--- src/rtl/stack_ctrl_pkg.sv ---
// Shared definitions for the stack controller: command and FSM state
// encodings, stack-pointer width and derived depth constants.
package stack_ctrl_pkg;

   localparam int unsigned SP_W      = 8;
   localparam int unsigned DEPTH_W   = SP_W + 1;
   localparam int unsigned MAX_DEPTH = 1 << SP_W;

   typedef enum logic [1:0] {
      LOAD = 2'b00,
      PUSH = 2'b01,
      POP  = 2'b10,
      NOP  = 2'b11
   } stack_op_t;

   typedef enum logic [1:0] {
      IDLE    = 2'b00,
      PUSH_WR = 2'b01,
      POP_RD  = 2'b10,
      POP_CAP = 2'b11
   } stack_state_t;

endpackage

--- src/rtl/stack_ctrl_if.sv ---
// Command/pop handshake and scratch-RAM bus of the stack controller.
//   cmd_valid/cmd_ready/cmd_op/load_val/push_data : command transfer
//   pop_data/pop_valid                            : popped word + pulse
//   scr_addr/scr_we/scr_din/scr_dout              : external scratch RAM
// slave  : the stack controller
// master : the requester plus scratch RAM
interface stack_ctrl_if
   import stack_ctrl_pkg::*;
#(
   parameter int unsigned DATA_W = 10
) ();

   logic              cmd_valid;
   logic              cmd_ready;
   stack_op_t         cmd_op;
   logic [SP_W-1:0]   load_val;
   logic [DATA_W-1:0] push_data;
   logic [DATA_W-1:0] pop_data;
   logic              pop_valid;
   logic [SP_W-1:0]   scr_addr;
   logic              scr_we;
   logic [DATA_W-1:0] scr_din;
   logic [DATA_W-1:0] scr_dout;

   modport slave (
      input  cmd_valid, cmd_op, load_val, push_data, scr_dout,
      output cmd_ready, pop_data, pop_valid, scr_addr, scr_we, scr_din
   );

   modport master (
      output cmd_valid, cmd_op, load_val, push_data, scr_dout,
      input  cmd_ready, pop_data, pop_valid, scr_addr, scr_we, scr_din
   );

endinterface

--- src/rtl/stack_ctrl.sv ---
// Descending stack controller over an external synchronous-read scratch RAM.
// Ports:
//   clk, rst   : clock, asynchronous active-high reset
//   bus        : command handshake, pop result, scratch-RAM bus (slave side)
//   err_clr    : clears sticky error flags (a same-cycle set wins)
//   sp, sp_m1  : stack pointer and sp-1 mod 256
//   depth      : stored word count 0..256; full/empty decode it
//   ovf_err    : sticky push-when-full flag
//   unf_err    : sticky pop-when-empty flag
// Push writes at sp-1 then decrements sp; pop reads at sp then increments sp.
module stack_ctrl
   import stack_ctrl_pkg::*;
#(
   parameter logic [SP_W-1:0] SP_RESET = 8'h00,
   parameter int unsigned     DATA_W   = 10
) (
   input  logic               clk,
   input  logic               rst,
   stack_ctrl_if.slave        bus,
   input  logic               err_clr,
   output logic [SP_W-1:0]    sp,
   output logic [SP_W-1:0]    sp_m1,
   output logic [DEPTH_W-1:0] depth,
   output logic               full,
   output logic               empty,
   output logic               ovf_err,
   output logic               unf_err
);

   stack_state_t       state_q, state_n;
   logic [SP_W-1:0]    sp_q, sp_n;
   logic [DEPTH_W-1:0] depth_q, depth_n;
   logic [DATA_W-1:0]  data_q, data_n;
   logic [DATA_W-1:0]  pop_data_q, pop_data_n;
   logic               pop_valid_q, pop_valid_n;
   logic               ovf_q, ovf_n;
   logic               unf_q, unf_n;
   logic               ovf_set, unf_set;
   logic               xfer;
   logic [SP_W-1:0]    sp_dec;

   assign sp_dec = sp_q - SP_W'(1);
   assign full   = (depth_q == DEPTH_W'(MAX_DEPTH));
   assign empty  = (depth_q == '0);

   always_ff @(posedge clk or posedge rst) begin
      if (rst) state_q <= IDLE;
      else     state_q <= state_n;
   end

   always_comb begin
      state_n       = state_q;
      sp_n          = sp_q;
      depth_n       = depth_q;
      data_n        = data_q;
      pop_data_n    = pop_data_q;
      pop_valid_n   = 1'b0;
      ovf_set       = 1'b0;
      unf_set       = 1'b0;
      bus.cmd_ready = (state_q == IDLE);
      bus.scr_we    = 1'b0;
      bus.scr_addr  = sp_q;
      bus.scr_din   = data_q;
      xfer          = bus.cmd_valid && (state_q == IDLE);

      case (state_q)
         IDLE: begin
            if (xfer) begin
               case (bus.cmd_op)
                  LOAD: begin
                     sp_n    = bus.load_val;
                     depth_n = '0;
                  end
                  PUSH: begin
                     // Full push is consumed here with only the error flag.
                     if (full) begin
                        ovf_set = 1'b1;
                     end else begin
                        data_n  = bus.push_data;
                        state_n = PUSH_WR;
                     end
                  end
                  POP: begin
                     if (empty) unf_set = 1'b1;
                     else       state_n = POP_RD;
                  end
                  default: ;
               endcase
            end
         end
         PUSH_WR: begin
            bus.scr_addr = sp_dec;
            bus.scr_we   = 1'b1;
            sp_n         = sp_dec;
            depth_n      = depth_q + DEPTH_W'(1);
            state_n      = IDLE;
         end
         POP_RD: begin
            bus.scr_addr = sp_q;
            state_n      = POP_CAP;
         end
         POP_CAP: begin
            // RAM data addressed in POP_RD is valid in this cycle.
            pop_data_n  = bus.scr_dout;
            pop_valid_n = 1'b1;
            sp_n        = sp_q + SP_W'(1);
            depth_n     = depth_q - DEPTH_W'(1);
            state_n     = IDLE;
         end
         default: state_n = IDLE;
      endcase

      ovf_n = (ovf_q && !err_clr) || ovf_set;
      unf_n = (unf_q && !err_clr) || unf_set;
   end

   always_ff @(posedge clk or posedge rst) begin
      if (rst) begin
         sp_q        <= SP_RESET;
         depth_q     <= '0;
         data_q      <= '0;
         pop_data_q  <= '0;
         pop_valid_q <= 1'b0;
         ovf_q       <= 1'b0;
         unf_q       <= 1'b0;
      end else begin
         sp_q        <= sp_n;
         depth_q     <= depth_n;
         data_q      <= data_n;
         pop_data_q  <= pop_data_n;
         pop_valid_q <= pop_valid_n;
         ovf_q       <= ovf_n;
         unf_q       <= unf_n;
      end
   end

   assign sp            = sp_q;
   assign sp_m1         = sp_dec;
   assign depth         = depth_q;
   assign ovf_err       = ovf_q;
   assign unf_err       = unf_q;
   assign bus.pop_data  = pop_data_q;
   assign bus.pop_valid = pop_valid_q;

endmodule

--- src/flat_wrapper.sv ---
// flat-port wrapper written by rule: the top's interface ports become plain ports
module stack_ctrl_flat import stack_ctrl_pkg::*;
#(
   parameter logic [SP_W-1:0] SP_RESET = 8'h00,
   parameter int unsigned     DATA_W   = 10
)
  (clk, rst, err_clr, sp, sp_m1, depth, full, empty, ovf_err, unf_err, bus_cmd_valid, bus_cmd_op, bus_load_val, bus_push_data, bus_scr_dout, bus_cmd_ready, bus_pop_data, bus_pop_valid, bus_scr_addr, bus_scr_we, bus_scr_din);
  stack_ctrl_if #(.DATA_W(DATA_W)) bus_i ();
  input  logic clk;
  input  logic rst;
  input  logic err_clr;
  output logic [SP_W-1:0] sp;
  output logic [SP_W-1:0] sp_m1;
  output logic [DEPTH_W-1:0] depth;
  output logic full;
  output logic empty;
  output logic ovf_err;
  output logic unf_err;
  input wire logic [$bits(bus_i.cmd_valid)-1:0] bus_cmd_valid;
  input wire logic [$bits(bus_i.cmd_op)-1:0] bus_cmd_op;
  input wire logic [$bits(bus_i.load_val)-1:0] bus_load_val;
  input wire logic [$bits(bus_i.push_data)-1:0] bus_push_data;
  input wire logic [$bits(bus_i.scr_dout)-1:0] bus_scr_dout;
  output wire logic [$bits(bus_i.cmd_ready)-1:0] bus_cmd_ready;
  output wire logic [$bits(bus_i.pop_data)-1:0] bus_pop_data;
  output wire logic [$bits(bus_i.pop_valid)-1:0] bus_pop_valid;
  output wire logic [$bits(bus_i.scr_addr)-1:0] bus_scr_addr;
  output wire logic [$bits(bus_i.scr_we)-1:0] bus_scr_we;
  output wire logic [$bits(bus_i.scr_din)-1:0] bus_scr_din;
  assign bus_i.cmd_valid = bus_cmd_valid;
  assign bus_i.cmd_op = bus_cmd_op;
  assign bus_i.load_val = bus_load_val;
  assign bus_i.push_data = bus_push_data;
  assign bus_i.scr_dout = bus_scr_dout;
  assign bus_cmd_ready = bus_i.cmd_ready;
  assign bus_pop_data = bus_i.pop_data;
  assign bus_pop_valid = bus_i.pop_valid;
  assign bus_scr_addr = bus_i.scr_addr;
  assign bus_scr_we = bus_i.scr_we;
  assign bus_scr_din = bus_i.scr_din;
  stack_ctrl #(.SP_RESET(SP_RESET), .DATA_W(DATA_W)) u_core (.clk(clk), .rst(rst), .bus(bus_i), .err_clr(err_clr), .sp(sp), .sp_m1(sp_m1), .depth(depth), .full(full), .empty(empty), .ovf_err(ovf_err), .unf_err(unf_err));
endmodule
--- config.mk ---
export PLATFORM = sky130hd
export DESIGN_NAME = stack_ctrl_flat
export DESIGN_NICKNAME = d
export VERILOG_FILES = /design/src/rtl/stack_ctrl_pkg.sv /design/src/rtl/stack_ctrl_if.sv /design/src/rtl/stack_ctrl.sv /design/src/flat_wrapper.sv
export SDC_FILE = /design/constraint.sdc
export NUM_CORES = 1
export LEC_CHECK = 0
export CAP_MARGIN = 20
export CORE_AREA = 2 2 83 85
export CTS_BUF_LIST = sky130_fd_sc_hd__clkbuf_16
export DETAILED_ROUTE_END_ITERATION = 12
export DIE_AREA = 0 0 85 87
export PLACE_DENSITY = 0.84
export SLEW_MARGIN = 10
export SYNTH_ARGS = -nofsm -noshare
export SYNTH_HDL_FRONTEND = slang
export SYNTH_SLANG_ARGS = --single-unit
--- constraint.sdc ---
create_clock -name clk -period 2.1 [get_ports clk]
set_input_delay 0.315 -clock clk [delete_from_list [all_inputs] [get_ports clk]]
set_output_delay 0.315 -clock clk [all_outputs]
set_load 0.05 [all_outputs]
==> results_dict.tcl, run 1 <==
set metrics [dict create \
    syn_nets 336 \
    io_pins 94 \
    drc 0 \
    antennaDiodeCount 0 \
    hpwl_mm 5.511 \
    antenna_left 0 \
    fillers 481 \
    overflow 0 \
    fin_ws_ns -0.2419 \
    initial_core_util_pct 39.64 \
    port_buffers 93 \
    async_reset_ff_share_pct 100.0 \
    regArea_sq_mm 0.001065 \
    antenna_found_initial 0 \
    mostFrequentLayoutCell "clkdlybuf4s50_1" \
    wl_met2_mm 4.137 \
    initialDrtViolationCount 143 \
    die-width_microns 85 \
    synth_area_leaders "dfrtp_1 (40%), nand2_1 (8.9%), xnor2_1 (5.0%)" \
    worst_slew_pin_slew_ns 0.6841 \
    grt_max_degree 43 \
    wl_met1_mm 3.120 \
    fin_nets 451 \
    synth_top_area_cell "dfrtp_1" \
    die_h_microns 87 \
    syn_inst 294 \
    failed_checks "negative setup slack" \
    finalHoldWorstSlack_ns 0.4698 \
    rows 30 \
    cts-root-buf "clkbuf_16" \
    post-route-period-util_pct 111.5 \
    finalWirelength_mm 8.047 \
    hp-class "input pin to asynchronous set/reset pin" \
    cp_data_required_time_ns 1.78 \
    status "finished, violations left" \
    seq_area_frac_synth_pct 40.37 \
    clk_path_buf_depth 2 \
    first_pass_iters 4 \
    slew_viol_final 0 \
    setup_viol 6 \
    syn_area_sq_mm 0.002604 \
    grt_pass1_wl_mm 12.76 \
    core_sq_mm 0.006569 \
    fin_skew_ns 0.007570 \
    dieArea_sq_mm 0.007395 \
    netlist.area_leader.share_pct 40.37 \
    top_layer "met4" \
    drive_gt1_share_pct 32.03 \
    yosysWarnings 0 \
    synth-edff-count 0 \
    hold_viol_final 0 \
    dpl.cell_count 476 \
    ys.flop_type "dfrtp_1" \
    cap_violations 0 \
    grt_pass1_vias 2713 \
    detail_route.wl_per_cell_microns 16.46 \
    relSlewSlack_pct 54.39 \
    clock_sinks 42 \
    critPathKind "flip-flop to output pin" \
    cts_tree "yes" \
    final_area_sq_mm 0.004512 \
    synth.distinct_cells 53 \
    multi_input_area_sq_mm 0.001748 \
    vias 2611 \
    stdcell_count 489 \
    end_kind "output pin" \
    area_delta_synth_final_pct 73.28 \
    postPlaceCellArea_sq_mm 0.004185 \
    place_congestion 0.8582 \
    grt_usage_pct 21.52 \
    timing.fmax_mhz 427.0 \
    viasPerCell 5.339 \
    crit_fanout 3 \
    rsz0062_at_grt "true" \
    clk_latency_ns 0.28 \
    met3_length_microns 660 \
    clkTransAtPathRegs_ns 0.06 \
    r2r_cells 8 \
    cp.arrival_ns 2.03 \
    cp-start-kind "flip-flop" \
    mostFrequentLayoutCells "clkdlybuf4s50_1 (70), nand2_1 (55), dfrtp_1 (33)" \
    htree_num_levels 2 \
    ys_ff_latch 42 \
    cts_buffers 5 \
    period_needed_ns 2.342 \
    syn_area_per_cell_sq_um 8.856 \
    final_util_pct 68.69 \
]
[synth_stat cells (2+ instances only)]
cell / instances
a21oi_1: 14
a222oi_1: 2
a31oi_1: 4
and2_1: 3
buf_1: 5
buf_2: 6
clkbuf_1: 4
dfrtp_1: 42
ha_1: 8
inv_1: 14
mux2_2: 11
mux2i_1: 6
nand2_1: 62
nand2b_1: 2
nand3_1: 5
nand4_1: 2
nor2_1: 22
nor2b_1: 2
nor3_1: 4
nor3b_1: 2
nor4_1: 3
nor4_4: 2
o21ai_0: 15
o21bai_1: 2
o31ai_1: 2
xnor2_1: 15
xor2_1: 9
[routing by layer]
metal	up-vias	track usage, %
li1	1226	-
met1	1241	23.87
met2	129	40.20
met3	15	6.066
met4	0	5.916
met5	-	0
[metrics by stage]
step	setup TNS (ns)	setup WS [ns]
6_report	-0.9603	-0.2419
5_1_grt	-1.453	-0.3068
4_1_cts	-0.8714	-0.2939
3_5_place_dp	-0.05345	-0.02737
3_3_place_gp	0	0.01612
2_1_floorplan	-0.7023	-0.2135
[worst paths after layout]
check / start / endpoint / slack, ns
worst max-delay path: u_core.sp[3]$_DFFE_PP0P_ / bus_scr_addr[7] / -0.24
worst min-delay path: rst / u_core.depth[6]$_DFFE_PP0P_ / 0.47
worst max register to register: u_core.sp[3]$_DFFE_PP0P_ / u_core.sp[7]$_DFFE_PP0P_ / 0.08
worst min register to register: u_core.bus.pop_data[4]$_DFFE_PP0N_ / u_core.bus.pop_data[4]$_DFFE_PP0N_ / 0.47
max in group asynchronous: rst / u_core.sp[0]$_DFFE_PP0P_ / 1.22
min in group clk: u_core.bus.pop_data[4]$_DFFE_PP0N_ / u_core.bus.pop_data[4]$_DFFE_PP0N_ / 0.47
[worst max-delay path, stage by stage, from the launching register on]
cell and delay [ns]:
dfrtp_2 0.40, or4_4 0.58, nor2_4 0.11, nor4b_4 0.31, xor2_4 0.19, buf_12 0.15
[registers in the layout, summed over array words and instances, names as in the netlist]
signal                count
u_core.bus.pop_data      10
u_core.state_q            2
u_core.bus.pop_valid      1
u_core.bus.scr_din       10
u_core.depth              9
u_core.sp                 8
u_core.unf_err            1
u_core.ovf_err            1
[area by class of cell]
class                      count  area share, %
clock buffer                   5          2.773
tap                           80          2.219
sequential                    42          23.60
multi-input combinational    219          38.74
timing repair buffer         126          30.81
inverter                      15          1.608
clock inverter                 2         0.2496
[repair_timing]
item,in CTS,in global routing
pin swaps,6,7
hold buffers,0,0
setup buffers,3,3
endpoints found under the setup margin,13,13
resized for setup,21,16
[logic make-up (layout without fill, tap and decap cells)]
group / after synthesis / after routing / synth area share [%]
flip-flops: 42 / 42 / 40.37
XOR/XNOR: 24 / 24 / 8.073
AO/OA/AOI/OAI: 52 / 52 / 13.02
adder cells (fa/ha/maj): 8 / 8 / 3.844
AND/OR/NAND/NOR: 118 / 118 / 21.86
multiplexers: 17 / 17 / 7.064
buffers and inverters: 33 / 148 / 5.766
Power of run 1 is not shown: default switching activity piles up to over one toggle a cycle in this logic, so the estimate is an artifact.
==> run 2: changes to the inputs <==
==> constraint.sdc (replaced) <==
create_clock -name clk -period 2.1 [get_ports clk]
set_input_delay 0.42 -clock clk [delete_from_list [all_inputs] [get_ports clk]]
set_output_delay 0.42 -clock clk [all_outputs]
set_load 0.05 [all_outputs]
==> run 2 against run 1 <==
Against the previous run:
- the flow still finishes with violations (negative setup slack)
- core utilization grew 2.0 points
- wire length is 3.3% higher
- flip-flop and latch count unchanged
- worst setup slack lost 0.12 ns
- final cell count grew 2.5%
- first-iteration DRC count decreased by 5.6%
- via count rose by 3.5%
- non-clock buffer count rose by 11
- maximum frequency is 4.7% lower
==> results_dict.tcl, run 2 (synthesis gave the netlist of run 1 again) <==
set metrics [dict create \
    status "finished, violations left" \
    failed_checks "negative setup slack" \
    hp-class "input pin to asynchronous set/reset pin" \
    setup_viol 7 \
    hold_viol_final 0 \
    vias 2702 \
    grt_pass1_vias 2800 \
    antenna_found_initial 0 \
    viasPerCell 5.393 \
    port_buffers 93 \
    grt_max_degree 32 \
    clk_latency_ns 0.28 \
    r2r_cells 8 \
    cap_violations 0 \
    clock_sinks 42 \
    drc 0 \
    reg2reg_to "u_core.sp[7]$_DFFE_PP0P_" \
    hpwl_mm 5.849 \
    drive_gt1_share_pct 37.29 \
    initial_core_util_pct 39.64 \
    htree_num_levels 2 \
    place_congestion 0.8943 \
    end_kind "output pin" \
    io_pins 94 \
    area_delta_synth_final_pct 78.23 \
    critPathKind "flip-flop to output pin" \
    crit_fanout 3 \
    rr_startpoint "u_core.sp[3]$_DFFE_PP0P_" \
    fillers 482 \
    fin_skew_ns 0.005254 \
    cp.arrival_ns 2.04 \
    antenna_left 0 \
    relSlewSlack_pct 58.33 \
    mostFrequentLayoutCell "clkdlybuf4s50_1" \
    die-width_microns 85 \
    setup_tns_ns -1.343 \
    cts_buffers 5 \
    mostFrequentLayoutCells "clkdlybuf4s50_1 (62), nand2_1 (55), buf_4 (47)" \
    r2r_slack_ns 0.07 \
    rsz0062_at_grt "true" \
    initialDrtViolationCount 135 \
    cts_tree "yes" \
    detail_route.wl_per_cell_microns 16.59 \
    worst_slew_pin_slew_ns 0.6212 \
    period_needed_ns 2.458 \
    first_pass_iters 4 \
    antennaDiodeCount 0 \
    core_sq_mm 0.006569 \
    postPlaceCellArea_sq_mm 0.004262 \
    overflow 0 \
    cts-root-buf "clkbuf_16" \
    final_area_sq_mm 0.004641 \
    grt_usage_pct 22.77 \
    grt_pass1_wl_mm 13.52 \
    post-route-period-util_pct 117.0 \
    dieArea_sq_mm 0.007395 \
    timing.fmax_mhz 406.9 \
    clk_path_buf_depth 2 \
    fin_nets 462 \
    fin_ws_ns -0.3576 \
    die_h_microns 87 \
    finalWirelength_mm 8.313 \
    slew_viol_final 0 \
    cp_data_required_time_ns 1.68 \
    clkTransAtPathRegs_ns 0.06 \
    cp-start-kind "flip-flop" \
    rows 30 \
]
[run 2: cell count changes in the layout (fill, tap and decap cells not counted), moves of 3 or more]
cell,change
dfrtp_2,+3
buf_4,+16
clkdlybuf4s50_1,-8
dfrtp_1,-3
[run 2: worst max path at each step]
stage	endpoint	cells past startpoint	from	slack [ns]
2_1_floorplan	bus_scr_addr[7]	4	u_core.sp[0]$_DFFE_PP0P_	-0.32
3_3_place_gp	sp_m1[7]	5	u_core.sp[0]$_DFFE_PP0P_	-0.09
3_5_place_dp	sp_m1[7]	5	u_core.sp[0]$_DFFE_PP0P_	-0.14
4_1_cts	sp_m1[7]	5	u_core.sp[3]$_DFFE_PP0P_	-0.42
5_1_grt	bus_scr_addr[7]	5	u_core.sp[3]$_DFFE_PP0P_	-0.42
6_report	sp_m1[7]	5	u_core.sp[3]$_DFFE_PP0P_	-0.36
[run 2: what timing repair did]
item | 4_1_cts | 5_1_grt
endpoints found under the setup margin | 17 | 15
setup buffers | 9 | 4
resized for setup | 24 | 13
hold buffers | 0 | 0
gates cloned | 0 | 0
pin swaps | 7 | 9
[run 2: stage by stage]
stage               setup slack (ns)  cells  hold slack [ns]  utilization (%)
finish                       -0.3576    501           0.4669            70.65
global route                 -0.4178    501           0.4943            70.65
CTS                          -0.4175    498           0.4787            69.37
detailed placement           -0.1429    481           0.4639            64.88
global placement            -0.08994    481           0.4570            64.88
floorplan                    -0.3185    294           0.5190                -
[run 2: area by class of cell]
cell class	count	area, sq um	area share, %
multi-input cells	219	1783	38.42
repair buffers	137	1475	31.79
flip-flops and latches	42	1069	23.02
clock buffers	5	125.1	2.696
well taps	80	100.1	2.157
inverters	15	70.07	1.510
clock inverters	3	18.77	0.4044
[run 2: worst max-delay path, cell delays in order, from the launching register on]
cell and delay (ns):
dfrtp_2 0.40, or4_4 0.57, buf_6 0.15, nor4_4 0.25, xor2_4 0.22, buf_12 0.16
[run 2: per-layer routing]
layer / vias to the layer above / share of wire, % / GRT usage [%]
met2: 120 / 52 / 41.90
met1: 1312 / 37 / 25.56
met5: - / 0 / 0
met3: 20 / 7.7 / 6.540
li1: 1250 / - / -
met4: 0 / 2.6 / 6.638
Power of run 2 is left out for the same reason.
